## src/rtl/qei_decoder.sv

```systemverilog
// qei_decoder: quadrature encoder front end.
// Raw A/B/Z pins are synchronized, glitch filtered and decoded (x4) into a
// wrapping position counter. The counter is latched on each index rising edge,
// and illegal transitions are counted into a saturating error counter.
module qei_decoder #(
  parameter int FILTER_LEN = 4,
  parameter int CNT_WIDTH  = 32
) (
  input  logic                 clk,
  input  logic                 reset_n,
  input  logic [2:0]           encabz,
  input  logic                 clr,
  output logic [CNT_WIDTH-1:0] pos,
  output logic [CNT_WIDTH-1:0] index_pos,
  output logic                 index_valid,
  output logic                 count_strb,
  output logic                 dir,
  output logic [7:0]           err_count
);

  localparam logic [7:0] FLT_LAST = 8'(FILTER_LEN - 1);
  localparam logic [8:0] ARM_LAST = 9'(FILTER_LEN + 1);

  // Channel order in every 3-bit vector: [2]=A, [1]=B, [0]=Z.
  logic [2:0] s1, s2, filt;
  logic [7:0] flt_cnt [3];

  logic [8:0] arm_cnt;
  logic       armed;

  logic [1:0] prev_ab;
  logic       prev_z;

  logic [1:0]           ph_cur, ph_prev, ph_delta;
  logic                 step_fwd, step_rev, step_bad, z_rise;
  logic [CNT_WIDTH-1:0] pos_next;

  // Two-flop synchronizer for the asynchronous pins.
  always_ff @(posedge clk or negedge reset_n) begin
    if (!reset_n) begin
      s1 <= '0;
      s2 <= '0;
    end else begin
      s1 <= encabz;
      s2 <= s1;
    end
  end

  // Per-channel glitch filter: s2 must differ from filt for FILTER_LEN
  // consecutive cycles before filt follows it.
  always_ff @(posedge clk or negedge reset_n) begin
    if (!reset_n) begin
      filt <= '0;
      for (int i = 0; i < 3; i++) flt_cnt[i] <= '0;
    end else begin
      for (int i = 0; i < 3; i++) begin
        if (s2[i] == filt[i]) begin
          flt_cnt[i] <= '0;
        end else if (flt_cnt[i] == FLT_LAST) begin
          filt[i]    <= s2[i];
          flt_cnt[i] <= '0;
        end else begin
          flt_cnt[i] <= flt_cnt[i] + 8'd1;
        end
      end
    end
  end

  // Arm timer: decoding starts once the filters have had time to settle
  // after reset, so the power-up pin state is never seen as motion.
  always_ff @(posedge clk or negedge reset_n) begin
    if (!reset_n) begin
      arm_cnt <= '0;
      armed   <= 1'b0;
    end else if (!armed) begin
      arm_cnt <= arm_cnt + 9'd1;
      if (arm_cnt == ARM_LAST) armed <= 1'b1;
    end
  end

  // Quadrature decode. Mapping AB to a phase (00,10,11,01 -> 0,1,2,3) turns
  // forward/reverse/illegal into a phase difference of 1/3/2.
  always_comb begin
    ph_cur   = {filt[1], filt[2] ^ filt[1]};
    ph_prev  = {prev_ab[0], prev_ab[1] ^ prev_ab[0]};
    ph_delta = ph_cur - ph_prev;
    step_fwd = armed && (ph_delta == 2'd1);
    step_rev = armed && (ph_delta == 2'd3);
    step_bad = armed && (ph_delta == 2'd2);
    z_rise   = armed && filt[0] && !prev_z;
    pos_next = pos;
    if (step_fwd) pos_next = pos + 1'b1;
    if (step_rev) pos_next = pos - 1'b1;
    if (clr)      pos_next = '0;
  end

  // Position, direction, index latch and error counter registers.
  always_ff @(posedge clk or negedge reset_n) begin
    if (!reset_n) begin
      prev_ab     <= '0;
      prev_z      <= 1'b0;
      pos         <= '0;
      index_pos   <= '0;
      index_valid <= 1'b0;
      count_strb  <= 1'b0;
      dir         <= 1'b0;
      err_count   <= '0;
    end else begin
      prev_ab     <= filt[2:1];
      prev_z      <= filt[0];
      pos         <= pos_next;
      count_strb  <= (step_fwd || step_rev) && !clr;
      index_valid <= z_rise;
      if (z_rise)   index_pos <= pos_next;
      if (step_fwd) dir <= 1'b1;
      if (step_rev) dir <= 1'b0;
      if (step_bad && err_count != 8'hFF) err_count <= err_count + 8'd1;
    end
  end

endmodule

```

## config.mk

```make
export PLATFORM = sky130hd
export DESIGN_NAME = qei_decoder
export DESIGN_NICKNAME = d
export VERILOG_FILES = /design/src/rtl/qei_decoder.sv
export SDC_FILE = /design/constraint.sdc
export NUM_CORES = 1
export LEC_CHECK = 0
export CORE_UTILIZATION = 59
export CTS_CLUSTER_DIAMETER = 30
export DETAILED_ROUTE_END_ITERATION = 6
export MAX_ROUTING_LAYER = met4
export PLACE_DENSITY = 0.95
export SLEW_MARGIN = 25
export SYNTH_ARGS = -nofsm -noshare
export SYNTH_HDL_FRONTEND = slang
export SYNTH_SLANG_ARGS = --single-unit
export TNS_END_PERCENT = 10
```

## constraint.sdc

```tcl
create_clock -name clk -period 4.55 [get_ports clk]
set_input_delay 1.1375 -clock clk [delete_from_list [all_inputs] [get_ports clk]]
set_output_delay 1.1375 -clock clk [all_outputs]
set_load 0.02 [all_outputs]
```

======== Word level (Yosys, flattened, before mapping) ========
Index checks and enable logic that the tools add are counted.
word-level totals
  output and inout bits ................... 75
  flip-flop bits (word level) ............. 121
  input bits .............................. 6
operators by class
  bitwise logic cells ..................... 5
  equal/unequal tests ..................... 11
  multiplexer cells ....................... 13
  reductions and logical operators ........ 14
  add/subtract/negate cells ............... 8
operators with widths
  operator                                                                count
  32-bit two-way mux                                                      3
  8-bit two-way mux                                                       6
  32-bit by 1-bit adder with 32-bit output (second input constant)        1
  8-bit by 1-bit adder with 8-bit output (second input constant)          4
  32-bit by 1-bit subtractor with 32-bit output (second input constant)   1
  8-bit by 2-bit equality test with 1-bit output (second input constant)  3
  9-bit by 1-bit adder with 9-bit output (second input constant)          1
  9-bit by 3-bit equality test with 1-bit output (second input constant)  1
  8-bit != test (second input constant)                                   1
  1-bit logical AND                                                       7
  2-bit AND reduction                                                     3
  2-bit equality test (second input constant)                             2
  1-bit two-way mux                                                       4
  1-bit equality test                                                     3
  1-bit inverter                                                          3
  2-bit by 1-bit equality test with 1-bit output (second input constant)  1
  1-bit zero test                                                         2
  2-bit nonzero test                                                      1
  2-bit subtractor                                                        1
  1-bit XOR                                                               2
  1-bit logical OR                                                        1

======== Longest topological paths before layout ========
Gate-level depths: netlist (run 1).
  depth in word-level cells ............... 7
  gate-level depth with buffers ........... 10
  mapped depth without buffers ............ 8

======== Worst setup path after synthesis (run 1) ========
No wires, ideal clock.
  path type ............................... register to register
  start ................................... register pos[0]
  end ..................................... register index_pos[12]
  required time ........................... 4.425 ns
  arrival time ............................ 2.435 ns
  stages on the path, launching flop included .. 10
  library setup time ...................... 0.125 ns
  setup slack ............................. 1.990 ns
  cell sequence ........................... dfrtp_1 -> clkbuf_1 -> inv_1 -> ha_1 -> or3b_2 -> or3_1 -> o32ai_1 -> xnor2_1 -> nor2_1 -> mux2_2
on the way
  cells in the longest elaborated chain, start to end .. 4
  elaborated cells between the ends (all ways) .. 5
  those cells by class .................... add/sub: 2; mux: 3
RTL lines
  what                                      line  source
  start, declared                           13    output logic [CNT_WIDTH-1:0] pos,
  start signal, assigned                    111   pos <= pos_next;
  32-bit by 1-bit adder with 32-bit output  92    if (step_fwd) pos_next = pos + 1'b1;
  32-bit two-way mux                        92
  32-bit two-way mux *                      93    if (step_rev) pos_next = pos - 1'b1;
  32-bit two-way mux *                      94    if (clr) pos_next = '0;
  via pos_next[12]                          36    logic [CNT_WIDTH-1:0] pos_next;
  end signal, assigned                      114   if (z_rise) index_pos <= pos_next;
  end, declared                             14    output logic [CNT_WIDTH-1:0] index_pos,
The timed path passes the listed nets; every way through them passes the cells marked *.
A chain may end at the register's enable or synchronous reset.

======== Worst setup path after layout (run 1) ========
  start ................................... register filt[1]
  end ..................................... register index_pos[15]
on the way
  cells in the longest elaborated chain, start to end .. 7
  elaborated cells between the ends (all ways) .. 9
  those cells by class .................... add/sub: 1; eq/ne: 2; mux: 3; bitwise: 1; reduce/logical: 2
RTL lines
  what                                            line  source
  start, declared                                 25    logic [2:0] s1, s2, filt;
  start signal, assigned by index                 60    filt[i] <= s2[i];
  1-bit XOR                                       84    ph_cur = {filt[1], filt[2] ^ filt[1]};
  2-bit subtractor *                              86    ph_delta = ph_cur - ph_prev;
  2-bit by 1-bit equality test with 1-bit output  87    step_fwd = armed && (ph_delta == 2'd1);
  1-bit logical AND                               87
  32-bit two-way mux                              92
  32-bit two-way mux *                            93
  32-bit two-way mux *                            94
Every way passes the cells marked *; elsewhere a longest branch is shown, timed or not.

==> flow_summary.json, run 1 <==
{
  "final_common_cell": "dfrtp_1",
  "area.growth.synth_to_final_pct": 24.8,
  "min_period_ns": 3.12,
  "tightest_slew_ns": 0.875,
  "crit_buf_inv": 0,
  "regToRegEndpoint": "index_pos[15]",
  "synthCells": 584,
  "grtUsageTotal_pct": 33.7,
  "postCtsSetupBuffers": 0,
  "cp.required_ns": 4.97,
  "powerDensity_mw_per_mm2": 831,
  "grt_max_degree": 69,
  "wl_mm": 15.7,
  "holdCritStartpoint": "s1[0]",
  "cts_tree": "done",
  "final_nets": 673,
  "min_path_cells": 0,
  "place_ws_ns": 1.47,
  "path_clk_slew_ns": 0.06,
  "cts_sinks": 121,
  "crit_type": "reg2reg",
  "cp-start-kind": "flip-flop",
  "vias": 4974,
  "status": "completed",
  "drc": 0,
  "clock_latency_ns": 0.53,
  "gp_congestion": 1.02,
  "r2r_slack_ns": 1.43,
  "async_flop_share_pct": 100,
  "crit_fanout": 10,
  "worstHoldPathType": "reg2reg",
  "maxSlewHeadroom_pct": 41.7,
  "synth_top_cell_area_share_pct": 51.8,
  "drive_gt1_share_pct": 8.35,
  "cts_resized": 0,
  "cts_hold_buf": 0,
  "ys_seq_area_share_pct": 51.8,
  "ios": 81,
  "die_width_um": 102,
  "place_area_mm2": 0.00673,
  "num_rows": 35,
  "max_cap_violations": 0,
  "finClkSkew_ns": 0.0134,
  "fin_setup_tns_ns": 0,
  "fillCellCount": 587,
  "grt_pass1_vias": 4915,
  "r2r_cells": 8,
  "ys_top_cells_by_area": "dfrtp_1, xnor2_1, nor2_1",
  "syn_nets": 599,
  "rsz0062_at_grt": "no",
  "setup_ws_ns": 1.43,
  "grt_pass1_wl_mm": 25.3,
  "worst_hold_slack_ns": 0.352,
  "finalHoldViolations": 0,
  "drv_slew": 0,
  "worst_ir_drop_vdd_v": 0.000486,
  "cts_made_buffers": 17,
  "clock.fmax_mhz": 321,
  "antenna_cells": 0,
  "antenna_found_initial": 0,
  "cp_slowest_cell": "dfrtp_1",
  "design_area_mm2": 0.00729,
  "drtPass1Iterations": 6,
  "dr.first_iter.drc_count": 400,
  "cts_max_path_buffers": 2,
  "synth_area_per_cell_um2": 10.0,
  "synth_cell_types": 55,
  "worstPathCellList": "xnor2_1 -> ha_1 -> nor2b_1 -> nand2_1 -> nor4b_1 -> o221ai_1 -> xor2_1 -> o21ai_0",
  "core_area_mm2": 0.00942,
  "layout_common_cells": "dfrtp_1, clkdlybuf4s50_1, nor2_1",
  "fin_crit_sh_pct": 68.5,
  "ys_ff_latch": 121,
  "setup_viol": 0,
  "yosysWarnings": 0,
  "start_util_pct": 62.1,
  "htree_levels": 4,
  "end_kind": "flip-flop",
  "finalPower_mw": 6.06,
  "arrival_ns": 3.54,
  "critPathMaxStageDelay_ns": 0.46,
  "synth_ff_type": "dfrtp_1",
  "grt_overflow": 0,
  "postRouteAntennaNets": 0,
  "wl_per_cell_um": 19.6,
  "cts-root-buf": "clkbuf_8",
  "fp.dieH_um": 102,
  "worst_path_dominant_cell_family": "simple AND/OR/NAND/NOR gates",
  "worstReg2RegStart": "filt[1]",
  "netlist.top_cell.by_area": "dfrtp_1",
  "port_buffers": 80,
  "hpwl_mm": 10.5,
  "synth_area_mm2": 0.00584,
  "p_leak_nw": 3.11,
  "synth_edf_count": 0,
  "dieArea_mm2": 0.0103,
  "hold_path_end": "s2[0]",
  "vias_per_cell": 6.22
}
sequential cells by signal (all words and copies together), names as in the netlist:
| register | cells |
|---|---|
| arm_cnt | 9 |
| prev_ab | 2 |
| flt_cnt | 24 |
| prev_z | 1 |
| s2 | 3 |
| filt | 3 |
| s1 | 3 |
| count_strb | 1 |
| index_valid | 1 |
| armed | 1 |
| err_count | 8 |
| dir | 1 |
| index_pos | 32 |
| pos | 32 |
report_power, final:
group,switching (mW),internal (mW),leakage (nW)
Sequential,0.383,1.37,1.61
Clock,0.494,0.770,0.261
Combinational,1.84,1.21,1.23
Total,2.72,3.34,3.11
worst register-to-register path: cells and delay by family, from the launching register on:
kind,cells,cell delay [ns]
fa+ha+maj,1,0.36
compound gates,2,0.50
flops,1,0.46
simple gates,3,1.29
xor+xnor,2,0.41
synthesized netlist by cell type (8+ instances only):
master    instances
nand4_1          17
o31ai_1          15
o21ai_0          16
and3_1           10
clkbuf_1         26
nand2_1          57
xnor2_1          37
nor2_1           76
a21oi_1          11
nor4_1            9
dfrtp_1         121
nor3_1           15
nand3_1          37
xor2_1           31
or3_1             9
mux2_2            8
inv_1             8
ha_1              9
metrics by stage:
| stage | utilization [%] | cells |
|---|---|---|
| 2_1_floorplan | - | 584 |
| 3_3_place_gp | 71.5 | 768 |
| 3_5_place_dp | 71.5 | 768 |
| 4_1_cts | 77.4 | 800 |
| 5_1_grt | 77.4 | 800 |
| 6_report | 77.4 | 800 |
worst max-delay path by stage:
stage                     startpoint       endpoint  slack (ns)  depth (start not counted)
after floorplan               pos[0]  index_pos[12]        1.99                          9
after global placement           clr  index_pos[30]        1.52                          3
after detailed placement         clr  index_pos[15]        1.47                          3
after CTS                    filt[1]  index_pos[30]        1.53                          8
after global routing         filt[1]  index_pos[26]        1.23                          8
final                        filt[1]  index_pos[15]        1.43                          8
final cells by class:
class                      count  area (um2)  area share, %
clock buffer                  23         467           6.40
inverter                       9        33.8          0.463
tap                          129         161           2.21
clock inverter                 9        91.3           1.25
timing repair buffer          84         841           11.5
multi-input combinational    425        2670           36.6
sequential                   121        3030           41.5
layer usage:
metal / track usage (%) / part of all wire [%] / wire length (um) / up-vias
met5: - / 0 / 0 / -
met4: 14.4 / 3.1 / 484 / 0
met3: 6.76 / 7.4 / 1160 / 66
met2: 51.2 / 48 / 7500 / 295
met1: 44.2 / 42 / 6520 / 2403
li1: - / - / - / 2210
cell families (layout without fill, tap and decap cells):
logic type | after synthesis | in the layout | share of synthesized area (%)
adders and majority gates | 9 | 9 | 1.93
buffers and inverters | 38 | 125 | 2.50
DFF | 121 | 121 | 51.8
and+or+nand+nor | 270 | 270 | 23.1
AOI/OAI and AO/OA | 66 | 66 | 7.79
xor gates and xnor gates | 70 | 70 | 11.0
muxes | 10 | 10 | 1.88
Power figures use the tool's default switching activity.
==> run 2, diff against run 1 <==
--- a/config.mk
+++ b/config.mk
@@ -5,11 +5,11 @@
 export SDC_FILE = /design/constraint.sdc
 export NUM_CORES = 1
 export LEC_CHECK = 0
-export CORE_UTILIZATION = 59
+export CORE_UTILIZATION = 55
 export CTS_CLUSTER_DIAMETER = 30
 export DETAILED_ROUTE_END_ITERATION = 6
 export MAX_ROUTING_LAYER = met4
-export PLACE_DENSITY = 0.95
+export PLACE_DENSITY = 0.92
 export SLEW_MARGIN = 25
 export SYNTH_ARGS = -nofsm -noshare
 export SYNTH_HDL_FRONTEND = slang
==> constraint.sdc (replaced) <==
create_clock -name clk -period 3.1 [get_ports clk]
set_input_delay 0.775 -clock clk [delete_from_list [all_inputs] [get_ports clk]]
set_output_delay 0.775 -clock clk [all_outputs]
set_load 0.02 [all_outputs]
==> run 2 against run 1 <==
- sequential share of layout area is 0.78 points lower
- cell count is 2.3% higher
- clock power is 59% higher
- critical path depth is 1 higher
- register-to-register slack worse by 1.1 ns
- highest routed layer unchanged
- via count is 1.6% lower
- maximum frequency is 12% higher
- non-clock buffer count is 12 higher
- first-iteration DRC count is 17% lower
- die area is 7.1% higher
==> flow_summary.json, run 2 (synthesis results as in run 1) <==
{
  "status": "completed",
  "multiInputGateArea_mm2": 0.00267,
  "finalHoldViolations": 0,
  "worst_path_dominant_cell_family": "simple AND/OR/NAND/NOR gates",
  "cp.required_ns": 3.49,
  "end_kind": "flip-flop",
  "die_width_um": 105,
  "port_buffers": 80,
  "top_regs": "index_pos x32, pos x32, flt_cnt x24",
  "instances_no_fill": 818,
  "setup_viol": 0,
  "wl_per_cell_um": 18.4,
  "vias_per_cell": 5.98,
  "core_area_mm2": 0.0103,
  "cts-root-buf": "clkbuf_8",
  "grt_pass1_wl_mm": 24.8,
  "gp_congestion": 0.979,
  "antenna_found_initial": 0,
  "dr.first_iter.drc_count": 334,
  "setup_ws_ns": 0.305,
  "drv_slew": 0,
  "cp-start-kind": "flip-flop",
  "fin_crit_sh_pct": 90.2,
  "placed_cells": 787,
  "grtUsageTotal_pct": 30.1,
  "clock_latency_ns": 0.53,
  "worst_ir_drop_vdd_v": 0.000657,
  "max_cap_violations": 0,
  "cp-startpoint": "filt[1]",
  "drc": 0,
  "cts_hold_buf": 0,
  "final_common_cell": "dfrtp_1",
  "cts_max_path_buffers": 2,
  "p_leak_nw": 3.20,
  "cts_tree": "done",
  "area.growth.synth_to_final_pct": 27.2,
  "dieArea_mm2": 0.0110,
  "worstHoldPathType": "in2async",
  "fin_setup_tns_ns": 0,
  "antenna_cells": 0,
  "finClkSkew_ns": 0.00622,
  "arrival_ns": 3.18,
  "rsz0062_at_grt": "no",
  "path_clk_slew_ns": 0.06,
  "place_ws_ns": 0.355,
  "grt_max_degree": 122,
  "cts_made_buffers": 17,
  "critPathMaxStageDelay_ns": 0.46,
  "htree_levels": 4,
  "regArea_mm2": 0.00303,
  "hpwl_mm": 10.3,
  "fp.dieH_um": 105,
  "worstReg2RegStart": "filt[1]",
  "layout_common_cells": "dfrtp_1, clkdlybuf4s50_1, nor2_1",
  "postRouteAntennaNets": 0,
  "wl_mm": 15.1,
  "tightest_slew_ns": 0.631,
  "drtPass1Iterations": 4,
  "fillCellCount": 704,
  "vias": 4893,
  "powerDensity_mw_per_mm2": 1230,
  "maxSlewHeadroom_pct": 57.9,
  "start_util_pct": 56.6,
  "grt_pass1_vias": 4809,
  "crit_fanout": 9,
  "grt_overflow": 0,
  "postCtsSetupBuffers": 0,
  "ios": 81,
  "final_nets": 685,
  "cts_sinks": 121,
  "cts_resized": 0,
  "worst_hold_slack_ns": 0.317,
  "min_period_ns": 2.79,
  "finalPower_mw": 9.16,
  "num_rows": 37,
  "worstPathCellList": "xnor2_1 -> ha_1 -> nand2b_1 -> nor4_1 -> buf_4 -> nand3_1 -> a21oi_1 -> xnor2_1 -> o21ai_0",
  "cp_slowest_cell": "dfrtp_1",
  "cp_common_cell": "xnor2_1",
  "drive_gt1_share_pct": 10.3,
  "crit_type": "reg2reg",
  "crit_buf_inv": 1,
  "clock.fmax_mhz": 358
}
-- run 2: changes by cell type in the layout (fill, tap and decap cells not counted), sizes merged --
cell	previous run	this run
clkbuf	23	18
bufinv	1	3
clkinvlp	4	2
inv	9	10
buf	5	17
clkinv	4	7
-- run 2: final timing paths --
check	end	slack [ns]	depth (start not counted)
max	index_pos[29]	0.31	9
min	index_pos[0]	0.32	2
max reg2reg	index_pos[29]	0.31	9
min reg2reg	s2[1]	0.35	0
max in group asynchronous	index_pos[16]	2.29	2
min in group clk	s2[1]	0.35	0
-- run 2: worst reg2reg max path, cell delays in order, from the launching register on --
cell and delay, ns:
dfrtp_1 0.46, xnor2_1 0.24, ha_1 0.30, nand2b_1 0.33, nor4_1 0.45, buf_4 0.19
nand3_1 0.11, a21oi_1 0.25, xnor2_1 0.19, o21ai_0 0.13
-- run 2: final cells by class --
class	count	share of cell area, %
well taps	136	2.29
clock inverters	13	2.31
multi-input cells	425	35.9
clock buffers	18	5.76
inverters	9	0.455
repair buffers	96	12.5
flip-flops and latches	121	40.7
-- run 2: stage by stage --
step                      utilization (%)  instance area (um2)
after detailed placement             66.2                 6830
after floorplan                         -                 5840
after global routing                 72.0                 7430
after CTS                            72.0                 7430
final                                72.0                 7430
after global placement               66.2                 6830
-- run 2: power by group --
part / internal (mW) / total (mW) / switching (mW) / leakage [nW]
registers: 2.01 / 2.51 / 0.506 / 1.61
clock network: 1.25 / 2.00 / 0.746 / 0.288
logic: 1.92 / 4.65 / 2.73 / 1.30
total: 5.18 / 9.16 / 3.98 / 3.20
-- run 2: metal layers --
| metal | vias to the layer above | wire length, um | global-route usage [%] |
|---|---|---|---|
| li1 | 2239 | - | - |
| met1 | 2434 | 6650 | 39.5 |
| met2 | 190 | 7310 | 46.7 |
| met3 | 30 | 808 | 6.74 |
| met4 | 0 | 280 | 10.2 |
| met5 | - | 0 | - |
==> patch 1: new RTL, config.mk and constraints of run 1 <==
Make the reset (`reset_n`) synchronous in 4 clocked blocks. Comments in the files are not updated.
--- a/src/rtl/qei_decoder.sv
+++ b/src/rtl/qei_decoder.sv
@@ -37,5 +37,5 @@
 
   // Two-flop synchronizer for the asynchronous pins.
-  always_ff @(posedge clk or negedge reset_n) begin
+  always_ff @(posedge clk) begin
     if (!reset_n) begin
       s1 <= '0;
@@ -49,5 +49,5 @@
   // Per-channel glitch filter: s2 must differ from filt for FILTER_LEN
   // consecutive cycles before filt follows it.
-  always_ff @(posedge clk or negedge reset_n) begin
+  always_ff @(posedge clk) begin
     if (!reset_n) begin
       filt <= '0;
@@ -69,5 +69,5 @@
   // Arm timer: decoding starts once the filters have had time to settle
   // after reset, so the power-up pin state is never seen as motion.
-  always_ff @(posedge clk or negedge reset_n) begin
+  always_ff @(posedge clk) begin
     if (!reset_n) begin
       arm_cnt <= '0;
@@ -96,5 +96,5 @@
 
   // Position, direction, index latch and error counter registers.
-  always_ff @(posedge clk or negedge reset_n) begin
+  always_ff @(posedge clk) begin
     if (!reset_n) begin
       prev_ab     <= '0;
Behaviour: differs if reset_n is asserted again (counterexample within 10 cycles, from zero or initial values and one cycle with reset_n low); with reset_n held inactive, the same outputs for 10 cycles.
==> patch 1 against run 1 <==
- routed wire length fell by 6.8%
- highest routed layer unchanged
- design area fell by 1.1%
- critical endpoint is now index_pos[30]
- synthesized area fell by 3.1%
- setup slack improved by 0.066 ns
- die area fell by 3.1%
- sequential cell count did not move
Power is not compared: it rests on default switching activity, and its combinational part moved more than twofold at a synthesized area within 25%.
==> patch 1: results (changes against run 1) <==
stage	metric	value	unit	change
yosys	Post-synth EDFFs	24		was 0
yosys	Netlist cell types	63		was 55
run_status	status	complete, no violations		unchanged
yosys	dominant synthesized flop cell	dfxtp_1		was dfrtp_1
detailed_routing	via count	4842		was 4974
timing	fmax	327.7	MHz	was 320.8 MHz
critical_path	critical path data arrival time	3.47	ns	was 3.54 ns
global_route	first-pass GRT wire length	23.91	mm	was 25.34 mm
min_path	Hold Crit Depth	1		was 0
timing	Worst-Margin Slew	0.6894	ns	was 0.8745 ns
yosys	post-synthesis sequential area ratio	47.03	%	was 51.81%
yosys	Avg Cell Area, Syn	9.846	sq um	was 10.01 sq um
critical_path	r2r startpoint	filt[1]		unchanged
global_route	global-route track usage on met3	5.780	%	was 6.763%
detailed_routing	WL final	14.59	mm	was 15.66 mm
detailed_routing	DR WL met2	7.034	mm	was 7.499 mm
critical_path	Slowest Stage Delay on Critical Path	0.56	ns	was 0.46 ns
detailed_routing	Met1 Wirelength	6.040	mm	was 6.517 mm
critical_path	Setup crit start	filt[1]		unchanged
placement	Inst Count DP	783		was 768
yosys	asr flop ratio synth	0	%	was 100.0%
critical_path	slowest CP cell	or4_1		was dfrtp_1
global_route	gr usage total	31.78	%	was 33.71%
detailed_routing	met3 routed wirelength	912	microns	was 1.163 mm
global_route	met1 usage	38.18	%	was 44.21%
global_route	largest net degree at the start of global routing	30		was 69
final_layout	layout cell share with drive strength beyond 1	8.455	%	was 8.346%
placement	worst slack at placement	1.469	ns	was 1.472 ns
[patch 1: final cells by class]
class                   count  area share [%]
clock inverters            13           1.908
flip-flops and latches    121           36.91
repair buffers             84           11.52
clock buffers              19           6.434
inverters                  10          0.5203
multi-input cells         439           40.48
well taps                 129           2.237
[patch 1: power by group through the flow]
stage	logic, W	registers [W]	clock network, W
global placement	0.0000527	0.00114	0
finish	0.0000590	0.00112	0.00135
detailed placement	0.0000554	0.00115	0
CTS	0.0000576	0.00112	0.00135
floorplan	0.0000418	0.00114	0
global route	0.0000661	0.00113	0.00140
[patch 1: cells by family (layout without fill, tap and decap cells)]
kind of cell | Yosys count | count (layout) | synth area share, %
buffers and inverters | 38 | 126 | 2.939
multiplexers | 5 | 5 | 0.8840
XOR/XNOR | 71 | 71 | 11.27
AND/OR/NAND/NOR | 262 | 262 | 25.70
adder cells (fa/ha/maj) | 9 | 9 | 1.989
AO/OA/AOI/OAI | 68 | 68 | 10.12
flip-flops | 121 | 121 | 47.03
other | 1 | 24 | 0.06623
==> patch 2: new RTL, config.mk and constraints of run 1 <==
Without the edit above. The parameter `CNT_WIDTH` goes from 32 to 16.
--- a/src/rtl/qei_decoder.sv
+++ b/src/rtl/qei_decoder.sv
@@ -5,5 +5,5 @@
 module qei_decoder #(
   parameter int FILTER_LEN = 4,
-  parameter int CNT_WIDTH  = 32
+  parameter int CNT_WIDTH  = 16
 ) (
   input  logic                 clk,
Interface: changed (resized index_pos and pos); port bits go from 81 to 49. No check against the original RTL was run, so the function may have changed too.
==> patch 2 against run 1 <==
- synthesized area is 30% lower
- sequential cell count is 32 lower
- clock power down 57%
- setup slack gained 0.31 ns
- power fell by 45%
- hold slack better by 0.0063 ns
- combinational power decreased by 46%
- maximum frequency grew 11%
- design area down 34%
- non-clock buffer count shrank 35
- clock skew fell by 0.0026 ns
- sequential share of layout area is 4.6 points higher
- routed wire length down 46%
- largest cell class unchanged
==> patch 2: results (changes against run 1) <==
stage	metric	value	unit	change
global_route	M2 GR Usage	42.01	%	was 51.25%
yosys	top post-synthesis cells by count	dfrtp_1, nor2_1, nand2_1		unchanged
critical_path	crit-path max FO	7		was 10
timing	Setup Skew	0.01074	ns	was 0.01337 ns
yosys	syn_nets	401		was 599
placement	Inst Count DP	498		was 768
final_layout	layout cell share with drive strength beyond 1	7.094	%	was 8.346%
yosys	Area contributors post-synth	dfrtp_1, xor2_1, xnor2_1		was dfrtp_1, xnor2_1, nor2_1
placement	port bufs	48		was 80
critical_path	FF-to-FF setup slack	1.74	ns	was 1.43 ns
pwr	Net Sw Frac	43.73	%	was 44.84%
timing	slew margin rel.	48.46	%	was 41.70%
detailed_routing	First-pass DRT Iterations	4		was 6
yosys	Synth Area in Compound Gates	5.474	%	was 7.793%
pwr	leakage	2.119	nW	was 3.108 nW
detailed_routing	Detailed Route Iter0 Violations	172		was 400
clocking	CTS HTree Levels	3		was 4
detailed_routing	DR WL met2	4.197	mm	was 7.499 mm
global_route	first-pass GRT wire length	14.48	mm	was 25.34 mm
final_layout	top flop regs	flt_cnt: 24 flops, index_pos: 16 flops, pos: 16 flops		was index_pos: 32 flops, pos: 32 flops, flt_cnt: 24 flops
critical_path	critical path data arrival time	3.09	ns	was 3.54 ns
global_route	number of global-route vias before repair	3076		was 4915
global_route	gr usage total	26.68	%	was 33.71%
detailed_routing	via count	2978		was 4974
pwr	Clk pwr share	16.0	%	was 20.8%
final_layout	FF/Latch Area	2227	sq um	was 3028 sq um
yosys	Netlist cell types	47		was 55
timing	WHS	0.3579	ns	was 0.3516 ns
detailed_routing	WL final	8.486	mm	was 15.66 mm
pwr	Peak VDD IR	0.4773	mV	was 0.4860 mV
global_route	met1 usage	34.03	%	was 44.21%
yosys	cell count after synthesis	386		was 584
yosys	adder-cell share of the synthesized area	2.752	%	was 1.927%
global_route	global-route track usage on met3	3.988	%	was 6.763%
placement	HPWL after DPL	5.871	mm	was 10.54 mm
clocking	CTS Buf Count	9		was 17
timing	fmax	355.8	MHz	was 320.8 MHz
yosys	Synth Area in XOR/XNOR	11.83	%	was 10.98%
placement	Post-DP Area	4628	sq um	was 6734 sq um
clocking	CTS clk-pin slew, worst paths	0.09	ns	was 0.06 ns
yosys	post-synthesis sequential area ratio	54.43	%	was 51.81%
run_status	status	complete, no violations		unchanged
final_layout	# fillers	436		was 587
detailed_routing	vias per cell	5.794		was 6.218
yosys	post-synthesis mux area share	1.346	%	was 1.884%
[patch 2: cell types whose count changed after synthesis, sizes merged, moves of 5 or more]
| cell | before | now |
|---|---|---|
| nand4 | 17 | 11 |
| nand2 | 57 | 37 |
| nor4b | 4 | 9 |
| nand3 | 37 | 21 |
| nor4 | 10 | 4 |
| nor2 | 76 | 44 |
| dfrtp | 121 | 89 |
| o31ai | 16 | 4 |
| clkbuf | 26 | 9 |
| or3 | 9 | 4 |
| xnor2 | 37 | 20 |
| a21oi | 11 | 6 |
[patch 2: layout make-up]
type / instances / share of cell area, %
repair buffers: 49 / 10.47
inverters: 7 / 0.5445
well taps: 77 / 1.996
multi-input cells: 276 / 36.79
flip-flops and latches: 89 / 46.15
clock buffers: 10 / 2.645
clock inverters: 6 / 1.400
[patch 2: critical path: stages, from the launching register on]
cell	delay, ns
dfrtp_1	0.46
xnor2_1	0.17
ha_1	0.34
nand2b_2	0.25
or4_4	0.57
or4_4	0.49
and3b_4	0.21
o31ai_2	0.23
